**config.mk**
```make
export PLATFORM = sky130hd
export DESIGN_NAME = rf_write_arbiter
export DESIGN_NICKNAME = d
export VERILOG_FILES = /design/src/rtl/rf_ctrl_pkg.sv /design/src/rtl/rf_rr_pick.sv /design/src/rtl/rf_write_arbiter.sv
export SDC_FILE = /design/constraint.sdc
export NUM_CORES = 1
export LEC_CHECK = 0
export BUFFER_PORTS_ARGS = -buffer_cell sky130_fd_sc_hd__clkbuf_2
export CORE_MARGIN = 3
export CORE_UTILIZATION = 42
export DETAILED_ROUTE_END_ITERATION = 10
export GPL_ROUTABILITY_DRIVEN = 0
export PLACE_DENSITY = 0.78
export SLEW_MARGIN = 30
export SYNTH_ARGS = -nofsm -noshare
export SYNTH_HDL_FRONTEND = slang
export SYNTH_SLANG_ARGS = --single-unit
```
**constraint.sdc**
```tcl
create_clock -name Clk -period 2.4 [get_ports Clk]
set_input_delay 0 -clock Clk [delete_from_list [all_inputs] [get_ports Clk]]
set_output_delay 0 -clock Clk [all_outputs]
set_load 0.02 [all_outputs]
```
**src/rtl/rf_ctrl_pkg.sv**
```systemverilog
// Shared definitions for the register-file write-port control slice.
//   RF_AW / RF_DW / RF_NREQ / RF_LOCK_TMO : default geometry and lock timeout
//   arb_state_t                           : write-arbiter FSM states
//   clog2_min1()                          : index width helper, never below 1
package rf_ctrl_pkg;

  localparam int unsigned RF_AW       = 4;
  localparam int unsigned RF_DW       = 32;
  localparam int unsigned RF_NREQ     = 3;
  localparam int unsigned RF_LOCK_TMO = 8;

  typedef enum logic {
    IDLE,
    LOCK
  } arb_state_t;

  function automatic int unsigned clog2_min1(input int unsigned n);
    return (n > 1) ? $clog2(n) : 1;
  endfunction

endpackage

```
**src/rtl/rf_rr_pick.sv**
```systemverilog
// Combinational rotating pick: first set bit of valid at or after ptr,
// wrapping modulo NREQ. Fixed priority is obtained by tying ptr to 0.
//   valid : request vector
//   ptr   : index where the scan starts
//   gnt   : one-hot grant (all-zero when nothing is valid)
//   idx   : index of the granted bit
//   any   : at least one request is valid
module rf_rr_pick #(
  parameter int unsigned NREQ = 3,
  parameter int unsigned IW   = 2
) (
  input  logic [NREQ-1:0] valid,
  input  logic [IW-1:0]   ptr,
  output logic [NREQ-1:0] gnt,
  output logic [IW-1:0]   idx,
  output logic            any
);

  logic [IW-1:0] cand;

  always_comb begin
    gnt  = '0;
    idx  = '0;
    any  = 1'b0;
    cand = '0;
    for (int unsigned k = 0; k < NREQ; k++) begin
      cand = IW'((32'(ptr) + k) % NREQ);
      if (!any && valid[cand]) begin
        gnt[cand] = 1'b1;
        idx       = cand;
        any       = 1'b1;
      end
    end
  end

endmodule

```
**src/rtl/rf_write_arbiter.sv**
```systemverilog
// Shares the register file's single write port among NREQ writeback
// requesters using valid/ready handshakes, with locked bursts that let one
// requester own the port for consecutive writes. The rf_* outputs are
// registered: a write accepted at edge t is presented during t..t+1.
//
// Build option: RF_ARB_FIXED_PRIO_EN selects fixed priority (lowest index
// wins) in IDLE and removes the round-robin pointer; default is round-robin.
//
// Ports:
//   Clk       : clock, all state on rising edge
//   Clr       : synchronous active-high reset
//   req_valid : per-requester write pending
//   req_ready : per-requester accept (combinational, at most one hot)
//   req_addr  : packed destination registers, slice i = [i*AW +: AW]
//   req_data  : packed write data, slice i = [i*DW +: DW]
//   req_lock  : keep the port after this transfer
//   rf_ld     : register file load enable
//   rf_addr   : register file destination select
//   rf_data   : register file write data
//   grant_id  : index of the last accepted requester
//   busy      : high while a requester holds the lock
module rf_write_arbiter
  import rf_ctrl_pkg::*;
#(
  parameter  int unsigned NREQ     = RF_NREQ,
  parameter  int unsigned DW       = RF_DW,
  parameter  int unsigned AW       = RF_AW,
  parameter  int unsigned LOCK_TMO = RF_LOCK_TMO,
  localparam int unsigned IW       = clog2_min1(NREQ),
  localparam int unsigned TW       = clog2_min1(LOCK_TMO)
) (
  input  logic             Clk,
  input  logic             Clr,
  input  logic [NREQ-1:0]  req_valid,
  output logic [NREQ-1:0]  req_ready,
  input  logic [NREQ*AW-1:0] req_addr,
  input  logic [NREQ*DW-1:0] req_data,
  input  logic [NREQ-1:0]  req_lock,
  output logic             rf_ld,
  output logic [AW-1:0]    rf_addr,
  output logic [DW-1:0]    rf_data,
  output logic [IW-1:0]    grant_id,
  output logic             busy
);

  arb_state_t      state, state_nxt;
  logic [IW-1:0]   owner, owner_nxt;
  logic [IW-1:0]   ptr_nxt, pick_ptr;
  logic [TW-1:0]   tmo, tmo_nxt;
  logic [NREQ-1:0] pick_gnt;
  logic [IW-1:0]   pick_idx;
  logic            pick_any;
  logic            xfer, xlock;
  logic [IW-1:0]   xidx;
  logic [AW-1:0]   addr_sel;
  logic [DW-1:0]   data_sel;

  function automatic logic [IW-1:0] inc_mod(input logic [IW-1:0] v);
    return (v == IW'(NREQ - 1)) ? '0 : v + IW'(1);
  endfunction

`ifdef RF_ARB_FIXED_PRIO_EN
  assign pick_ptr = '0;
`else
  logic [IW-1:0] ptr;

  always_ff @(posedge Clk) begin
    if (Clr) ptr <= '0;
    else     ptr <= ptr_nxt;
  end

  assign pick_ptr = ptr;
`endif

  rf_rr_pick #(
    .NREQ (NREQ),
    .IW   (IW)
  ) u_pick (
    .valid (req_valid),
    .ptr   (pick_ptr),
    .gnt   (pick_gnt),
    .idx   (pick_idx),
    .any   (pick_any)
  );

  // Ready is gated by Clr so a transfer coincident with reset is never seen.
  always_comb begin
    req_ready = '0;
    if (!Clr) begin
      if (state == IDLE) begin
        if (pick_any) req_ready = pick_gnt;
      end else if (req_valid[owner]) begin
        req_ready[owner] = 1'b1;
      end
    end
  end

  assign xfer  = |req_ready;
  assign xidx  = (state == LOCK) ? owner : pick_idx;
  assign xlock = req_lock[xidx];
  assign busy  = (state == LOCK);

  always_comb begin
    addr_sel = '0;
    data_sel = '0;
    for (int unsigned i = 0; i < NREQ; i++) begin
      if (xidx == IW'(i)) begin
        addr_sel = req_addr[i*AW +: AW];
        data_sel = req_data[i*DW +: DW];
      end
    end
  end

  always_comb begin
    state_nxt = state;
    owner_nxt = owner;
    tmo_nxt   = tmo;
    ptr_nxt   = pick_ptr;
    case (state)
      IDLE: begin
        if (xfer) begin
          ptr_nxt = inc_mod(pick_idx);
          if (xlock) begin
            state_nxt = LOCK;
            owner_nxt = pick_idx;
            tmo_nxt   = '0;
          end
        end
      end
      LOCK: begin
        if (xfer) begin
          if (xlock) begin
            tmo_nxt = '0;
          end else begin
            state_nxt = IDLE;
            ptr_nxt   = inc_mod(owner);
          end
        end else if (tmo == TW'(LOCK_TMO - 1)) begin
          state_nxt = IDLE;
          ptr_nxt   = inc_mod(owner);
          tmo_nxt   = '0;
        end else begin
          tmo_nxt = tmo + TW'(1);
        end
      end
      default: state_nxt = IDLE;
    endcase
  end

  always_ff @(posedge Clk) begin
    if (Clr) begin
      state    <= IDLE;
      owner    <= '0;
      tmo      <= '0;
      rf_ld    <= 1'b0;
      rf_addr  <= '0;
      rf_data  <= '0;
      grant_id <= '0;
    end else begin
      state <= state_nxt;
      owner <= owner_nxt;
      tmo   <= tmo_nxt;
      rf_ld <= xfer;
      if (xfer) begin
        rf_addr  <= addr_sel;
        rf_data  <= data_sel;
        grant_id <= xidx;
      end
    end
  end

endmodule

```
==> Word level (Yosys, flattened, before mapping) <==
Index checks and enable logic that the tools add are counted.
{ "totals": {"register_bits": 47, "inputBits": 116, "out_inout_bits": 43, "elab_cells": 103} }
{ "op_classes": {"addsub": 5, "n_div": 3, "magnitude_cmp": 9, "n_eq_ne": 8, "n_mux": 55, "n_bitwise": 3, "reduce_logical": 12} }
{ "op_table": {"columns": ["operator", "n"], "rows": [
  ["two-way mux 32 bit", 3],
  ["remainder unit 32 x 2 -> 32 bit (second input constant)", 2],
  ["two-way mux 3 bit", 11],
  ["remainder unit 2 x 2 -> 32 bit (second input constant)", 1],
  ["two-way mux 2 bit", 10],
  ["two-way mux 1 bit", 16],
  ["< comparator 2 x 3 -> 1 bit (second input constant)", 5],
  ["two-way mux 4 bit", 3],
  ["binary-select mux 1 bit (select 2 bit)", 5],
  ["demux 1 bit (select 2 bit)", 4],
  ["greater-or-equal comparator 2 x 1 -> 1 bit (second input constant)", 4],
  ["== test 2 bit (second input constant)", 3],
  ["logical AND 1 bit", 6],
  ["OR 3 bit", 2],
  ["case mux 3 bit (2 select lines)", 1],
  ["AND reduction 3 bit", 2],
  ["adder 2 x 1 -> 2 bit (second input constant)", 2],
  ["case mux 2 bit (2 select lines)", 1],
  ["adder 2 x 1 -> 3 bit (second input constant)", 1],
  ["adder 2 x 2 -> 3 bit (second input constant)", 1],
  ["adder 3 x 1 -> 3 bit (second input constant)", 1],
  ["== test 3 bit (second input constant)", 1],
  ["!= test 3 x 1 -> 1 bit (second input constant)", 1],
  ["!= test 3 bit (second input constant)", 1],
  ["other kinds (7)", 8]
]} }

==> Depth between registers and ports, before layout <==
{ "logic_depth": {"depth_word": 16, "ltp_mapped": 12} }

==> Modules after synthesis <==
A second synthesis with hierarchy kept.
{ "unflattened": {"cells_unflattened": 315, "area_unflattened_um2": 2879.0} }
{ "by_module_without_submodules": {"columns": ["mod", "n_inst", "cells_per_inst", "area_each_um2", "seq_area_each_um2"], "rows": [
  ["rf_write_arbiter", 1, 262, 2531.2, 940.9],
  ["rf_rr_pick", 1, 53, 347.8, 0.0]
]} }

==> Worst setup path before layout <==
OpenSTA, ideal clock, no wires.
{ "synth_timing": {"path_kind": "register to register", "from": "reg ptr[0], in the netlist pick_ptr[0]", "to": "reg ptr[1], in the netlist pick_ptr[1]", "arrival_ns": 2.535, "required_ns": 2.278, "path_slack_ns": -0.256, "stages_incl_launch_ff": 10, "n_path_buf": 0, "path_cell_list": "dfxtp_1 -> inv_1 -> ha_1 -> and2_1 -> o31a_1 -> a2111o_1 -> a22oi_4 -> a221o_2 -> nand2_1 -> a221o_1"} }
{ "synth_between": {"elab_chain_len": 16, "elab_cells_between_ends": 58} }
{ "synth_lines": {"columns": ["item", "line", "text"], "rows": [
  ["start: declaration", "rf_write_arbiter.sv:65", "logic [IW-1:0] ptr;"],
  ["start signal: assignment", "rf_write_arbiter.sv:69", "else ptr <= ptr_nxt;"],
  ["adder 2 x 1 -> 3 bit or remainder unit 2 x 2 -> 32 bit (tied branches)", "rf_rr_pick.sv:27", "cand = IW'((32'(ptr) + k) % NREQ);"],
  ["remainder unit 32 x 2 -> 32 bit, or another cell as far along", "rf_rr_pick.sv:27", null],
  ["< comparator 2 x 3 -> 1 bit (not written as such), or another cell as far along", "rf_rr_pick.sv:29", "gnt[cand] = 1'b1;"],
  ["logical AND 1 bit (not written as such), or another cell as far along", "rf_rr_pick.sv:29", null],
  ["two-way mux 1 bit (not written as such), or another cell as far along", "rf_rr_pick.sv:29", null],
  ["demux 1 bit (select 2 bit), or another cell as far along", null, null],
  ["OR 3 bit (no source line) or two-way mux 1 bit (tied branches)", null, null],
  ["two-way mux 3 bit or zero test 1 bit (tied branches)", "rf_rr_pick.sv:28", "if (!any && valid[cand]) begin"],
  ["OR 3 bit (no source line) or logical AND 1 bit (tied branches)", null, null],
  ["two-way mux 3 bit or two-way mux 1 bit (tied branches)", "rf_rr_pick.sv:28", null],
  ["two-way mux 3 bit", "rf_write_arbiter.sv:91", "if (pick_any) req_ready = pick_gnt;"],
  ["two-way mux 3 bit", "rf_write_arbiter.sv:90", "if (state == IDLE) begin"],
  ["two-way mux 3 bit", "rf_write_arbiter.sv:89", "if (!Clr) begin"],
  ["OR reduction 3 bit", "rf_write_arbiter.sv:98", "assign xfer = |req_ready;"],
  ["!= test 3 bit (no source line), or another cell as far along", null, null],
  ["AND reduction 3 bit (no source line) or case mux 2 bit (2 select lines) (tied branches)", null, null]
]} }
Parallel ways exist; a longest one is shown, timed or not. The select of a mux whose other input is x is not followed.
A chain may end at the register's enable or synchronous reset.

==> Worst setup path in the final report <==
{ "layout_timing": {"from": "reg ptr[0], in the netlist pick_ptr[0]", "to": "reg tmo[1]"} }
{ "layout_between": {"elab_chain_len": 16, "elab_cells_between_ends": 53} }
{ "layout_lines": {"columns": ["item", "line", "text"], "rows": [
  ["adder 2 x 1 -> 3 bit or remainder unit 2 x 2 -> 32 bit (tied branches)", "rf_rr_pick.sv:27", null],
  ["remainder unit 32 x 2 -> 32 bit, or another cell as far along", "rf_rr_pick.sv:27", null],
  ["< comparator 2 x 3 -> 1 bit (not written as such), or another cell as far along", "rf_rr_pick.sv:29", null],
  ["logical AND 1 bit (not written as such), or another cell as far along", "rf_rr_pick.sv:29", null],
  ["two-way mux 1 bit (not written as such), or another cell as far along", "rf_rr_pick.sv:29", null],
  ["demux 1 bit (select 2 bit), or another cell as far along", null, null],
  ["OR 3 bit (no source line) or two-way mux 1 bit (tied branches)", null, null],
  ["two-way mux 3 bit or zero test 1 bit (tied branches)", "rf_rr_pick.sv:28", null],
  ["OR 3 bit (no source line) or logical AND 1 bit (tied branches)", null, null],
  ["two-way mux 3 bit, or another cell as far along", "rf_rr_pick.sv:28", null],
  ["two-way mux 3 bit or two-way mux 2 bit (tied branches)", "rf_write_arbiter.sv:91, rf_write_arbiter.sv:99", null],
  ["two-way mux 3 bit or binary-select mux 1 bit (select 2 bit) (tied branches)", "rf_write_arbiter.sv:90, rf_write_arbiter.sv:100", null],
  ["two-way mux 3 bit or two-way mux 1 bit (tied branches)", "rf_write_arbiter.sv:89, rf_write_arbiter.sv:100", null],
  ["OR reduction 3 bit or two-way mux 3 bit (tied branches)", null, null],
  ["two-way mux 3 bit (on tied branches)", null, null],
  ["case mux 3 bit (2 select lines)", "rf_write_arbiter.sv:119", "case (state)"],
  ["end signal: assignment", "rf_write_arbiter.sv:162", "tmo <= tmo_nxt;"],
  ["end: declaration", "rf_write_arbiter.sv:49", "logic [TW-1:0] tmo, tmo_nxt;"]
]} }
Parallel ways exist; a longest one is shown, timed or not. The select of a mux whose other input is x is not followed.

==> flow_summary.toml <==
[detailed_routing]
route.detailed.drc = 0
vias = 3752
viasPerCell = 5.81
wire_per_inst_microns = 19.4
first_iter_violations = 210
firstDrtPassIters = 4
drt-total-wl_mm = 12.5
ant_nets = 0

[cells_and_area]
final_common_cell = "clkbuf_2"
area_growth_pct = 73.2
regArea_sq_um = 946
multi_input_area_sq_um = 2570
stdcell_count = 646
final_nets = 671
fill_cells = 438
final_area_sq_um = 5410
layout_common_cells = "clkbuf_2, dfxtp_1, mux2i_1"
diodes = 0
drive_gt1_share_pct = 61.6

[die]
initial_core_util_pct = 44.7
ios = 159
dieWidth_microns = 92.2
die_h_microns = 92.2
rows = 30
fp.dieArea_sq_um = 8500
core-area_sq_um = 6980

[logic_synthesis]
ys_ff_latch = 47
yosys_warnings = 0
ys_seq_area_share_pct = 30.1
synthDistinctLibCells = 64
syn_avg_cell_area_sq_um = 9.00
synth_edf_count = 0
syn_nets = 469
netlist_area_sq_um = 3120
ys.flop_type = "dfxtp_1"
syn_inst = 347
synthArstFlopShare_pct = 0

[timing]
finalMaxSlewViolations = 0
skew_ps = 7.38
fin_crit_sh_pct = 110
rsz0062_at_grt = "yes"
whs_ps = 6.21
finalSetupViolCount = 46
worst_pin_slew_ps = 375
fmaxAchievable_ghz = 0.380
min_period_ps = 2630
maxSlewHeadroom_pct = 75.0
timing.final.ws_setup_ps = -232
hold_violations = 0

[worst_setup_path]
slowest_stage = "a221o_2"
cp-end-kind = "flip-flop"
reg2reg_depth = 10
crit_path_start_kind = "flip-flop"
worst_path_dominant_cell_family = "compound AO/OA/AOI/OAI gates"
cp.required_ps = 2620
cp_max_fo = 6
critPathKind = "flip-flop to flip-flop"
reg2reg_setup_slack_ps = -230
cp.depth = 10
worstPathArrival_ps = 2850
reg2reg_from = "pick_ptr[0]"
max_stage_delay_ps = 410
reg2reg_to = "tmo[1]"
path_cells = "inv_4, ha_4, buf_6, and2_4, o31a_1, a211oi_2, nor2_1, a221o_2, mux2_4, o32ai_4"
timing.critical_path.buf_inv = 2

[status]
failed_checks = "negative setup slack"
outcome = "finished with violations"

[grt]
grt_use_met1_pct = 30.4
busiest_layer = "met2"
antenna_found_initial = 0
grt.met3_usage_pct = 3.86
grt_use_met2_pct = 45.6
grt_pass1_wl_mm = 17.3
grt_pass1_vias = 3489
grt_usage_pct = 25.1
grt_max_degree = 38
overflow = 0

[power]
power.leakage_nw = 2.38
power_mw = 10.3
powerDensity_nw_per_um2 = 1900
peakVddDrop_mv = 0.919

[min_path]
hp-start = "req_data[66]"
min_path_cells = 3
hold_end = "rf_data[2]"
hold_class = "input port to flip-flop"

[clock_network]
cts_buffer_depth = 2
clk_pin_slew_ps = 100
insertion_delay_ps = 300
cts_tree = "yes"
cts-root-buf = "clkbuf_8"
htreeDepth = 2
cts-buffers-inserted = 5
cts_sinks = 47

[placed_design]
place_area_sq_um = 4300
hpwl_mm = 7.46
io_buffers = 158
dp_slack_ps = -331
place_inst = 614

[run]
drv_cap = 0
==> sequential cells by signal (all words and copies together) (netlist names) <==
signal,flops
rf_addr,4
pick_ptr,2
grant_id,2
busy,1
owner,2
tmo,3
rf_ld,1
rf_data,32
==> routing by layer <==
layer	part of all wire (%)	vias up	routed length, microns
met5	0	-	0
met3	5.1	27	644
met4	2.7	0	338
met2	54	170	6780
li1	-	1747	-
met1	38	1808	4760
==> area by class of cell <==
cell class | count | share of cell area [%]
multi-input combinational | 260 | 47.6
timing repair buffer | 226 | 29.9
sequential | 47 | 17.5
tap | 96 | 2.22
clock buffer | 5 | 1.27
clock inverter | 3 | 0.856
inverter | 9 | 0.671
==> cell usage after synthesis, types with 2 or more instances <==
| cell | instances | area (sq um) |
|---|---|---|
| a311oi_1 | 3 | 26.3 |
| buf_2 | 10 | 50.1 |
| or2_2 | 2 | 12.5 |
| inv_1 | 8 | 30.0 |
| a31oi_1 | 4 | 25.0 |
| o21ai_0 | 4 | 20.0 |
| mux2_4 | 3 | 45.0 |
| a211oi_1 | 38 | 285 |
| nand3b_1 | 2 | 15.0 |
| nor3_1 | 3 | 15.0 |
| ha_1 | 6 | 75.1 |
| a2bb2oi_1 | 36 | 315 |
| nand3_1 | 2 | 10.0 |
| nand2_1 | 10 | 37.5 |
| clkbuf_1 | 14 | 52.6 |
| mux2i_1 | 41 | 410 |
| dfxtp_1 | 47 | 941 |
| nor2b_1 | 2 | 12.5 |
| and2_1 | 4 | 25.0 |
| buf_6 | 2 | 22.5 |
| o211ai_1 | 2 | 15.0 |
| nand2b_1 | 4 | 25.0 |
| nor2_1 | 44 | 165 |
| a21oi_1 | 7 | 35.0 |
| o21a_1 | 4 | 30.0 |
| o32ai_1 | 3 | 26.3 |
| buf_4 | 5 | 37.5 |
==> through the flow <==
stage / TNS (ps) / utilization (%)
floorplan: -2780 / -
global placement: -4100 / 61.6
detailed placement: -7670 / 61.6
CTS: -4650 / 70.5
global route: -10290 / 77.5
finish: -5440 / 77.5
==> worst max-delay path by stage <==
| stage | start | to | slack (ps) |
|---|---|---|---|
| CTS | pick_ptr[0] | pick_ptr[1] | -150 |
| global placement | pick_ptr[1] | pick_ptr[1] | -150 |
| finish | pick_ptr[0] | tmo[1] | -230 |
| detailed placement | pick_ptr[1] | tmo[1] | -330 |
| floorplan | pick_ptr[0] | pick_ptr[1] | -150 |
| global route | pick_ptr[0] | owner[1] | -300 |
==> where the power goes <==
group / internal [mW] / total (mW) / leakage, nW / switching (mW)
clock network: 0.314 / 0.599 / 0.0548 / 0.285
logic: 4.25 / 8.34 / 1.93 / 4.09
registers: 1.09 / 1.33 / 0.389 / 0.238
==> logic make-up after synthesis <==
logic type	after synthesis	share of synthesized area, %
adder cells (fa/ha/maj)	6	2.40
buffers and inverters	40	6.29
multiplexers	44	14.6
AND/OR/NAND/NOR	85	13.5
AO/OA/AOI/OAI	125	33.1
flip-flops	47	30.1
==> worst min-delay path, cell delays in order <==
cell,delay (ps)
clkbuf_2,80
a2bb2oi_2,110
a211oi_1,70
==> timing repair <==
| action | in CTS | in global routing |
|---|---|---|
| pin swaps | 7 | 8 |
| endpoints found under the setup margin | 47 | 47 |
| resized for setup | 64 | 70 |
| cloned | 4 | 7 |
| hold buffers | 1 | 0 |
| setup buffers | 7 | 5 |
| hold endpoints to repair | 1 | 0 |
Power figures use the tool's default switching activity.
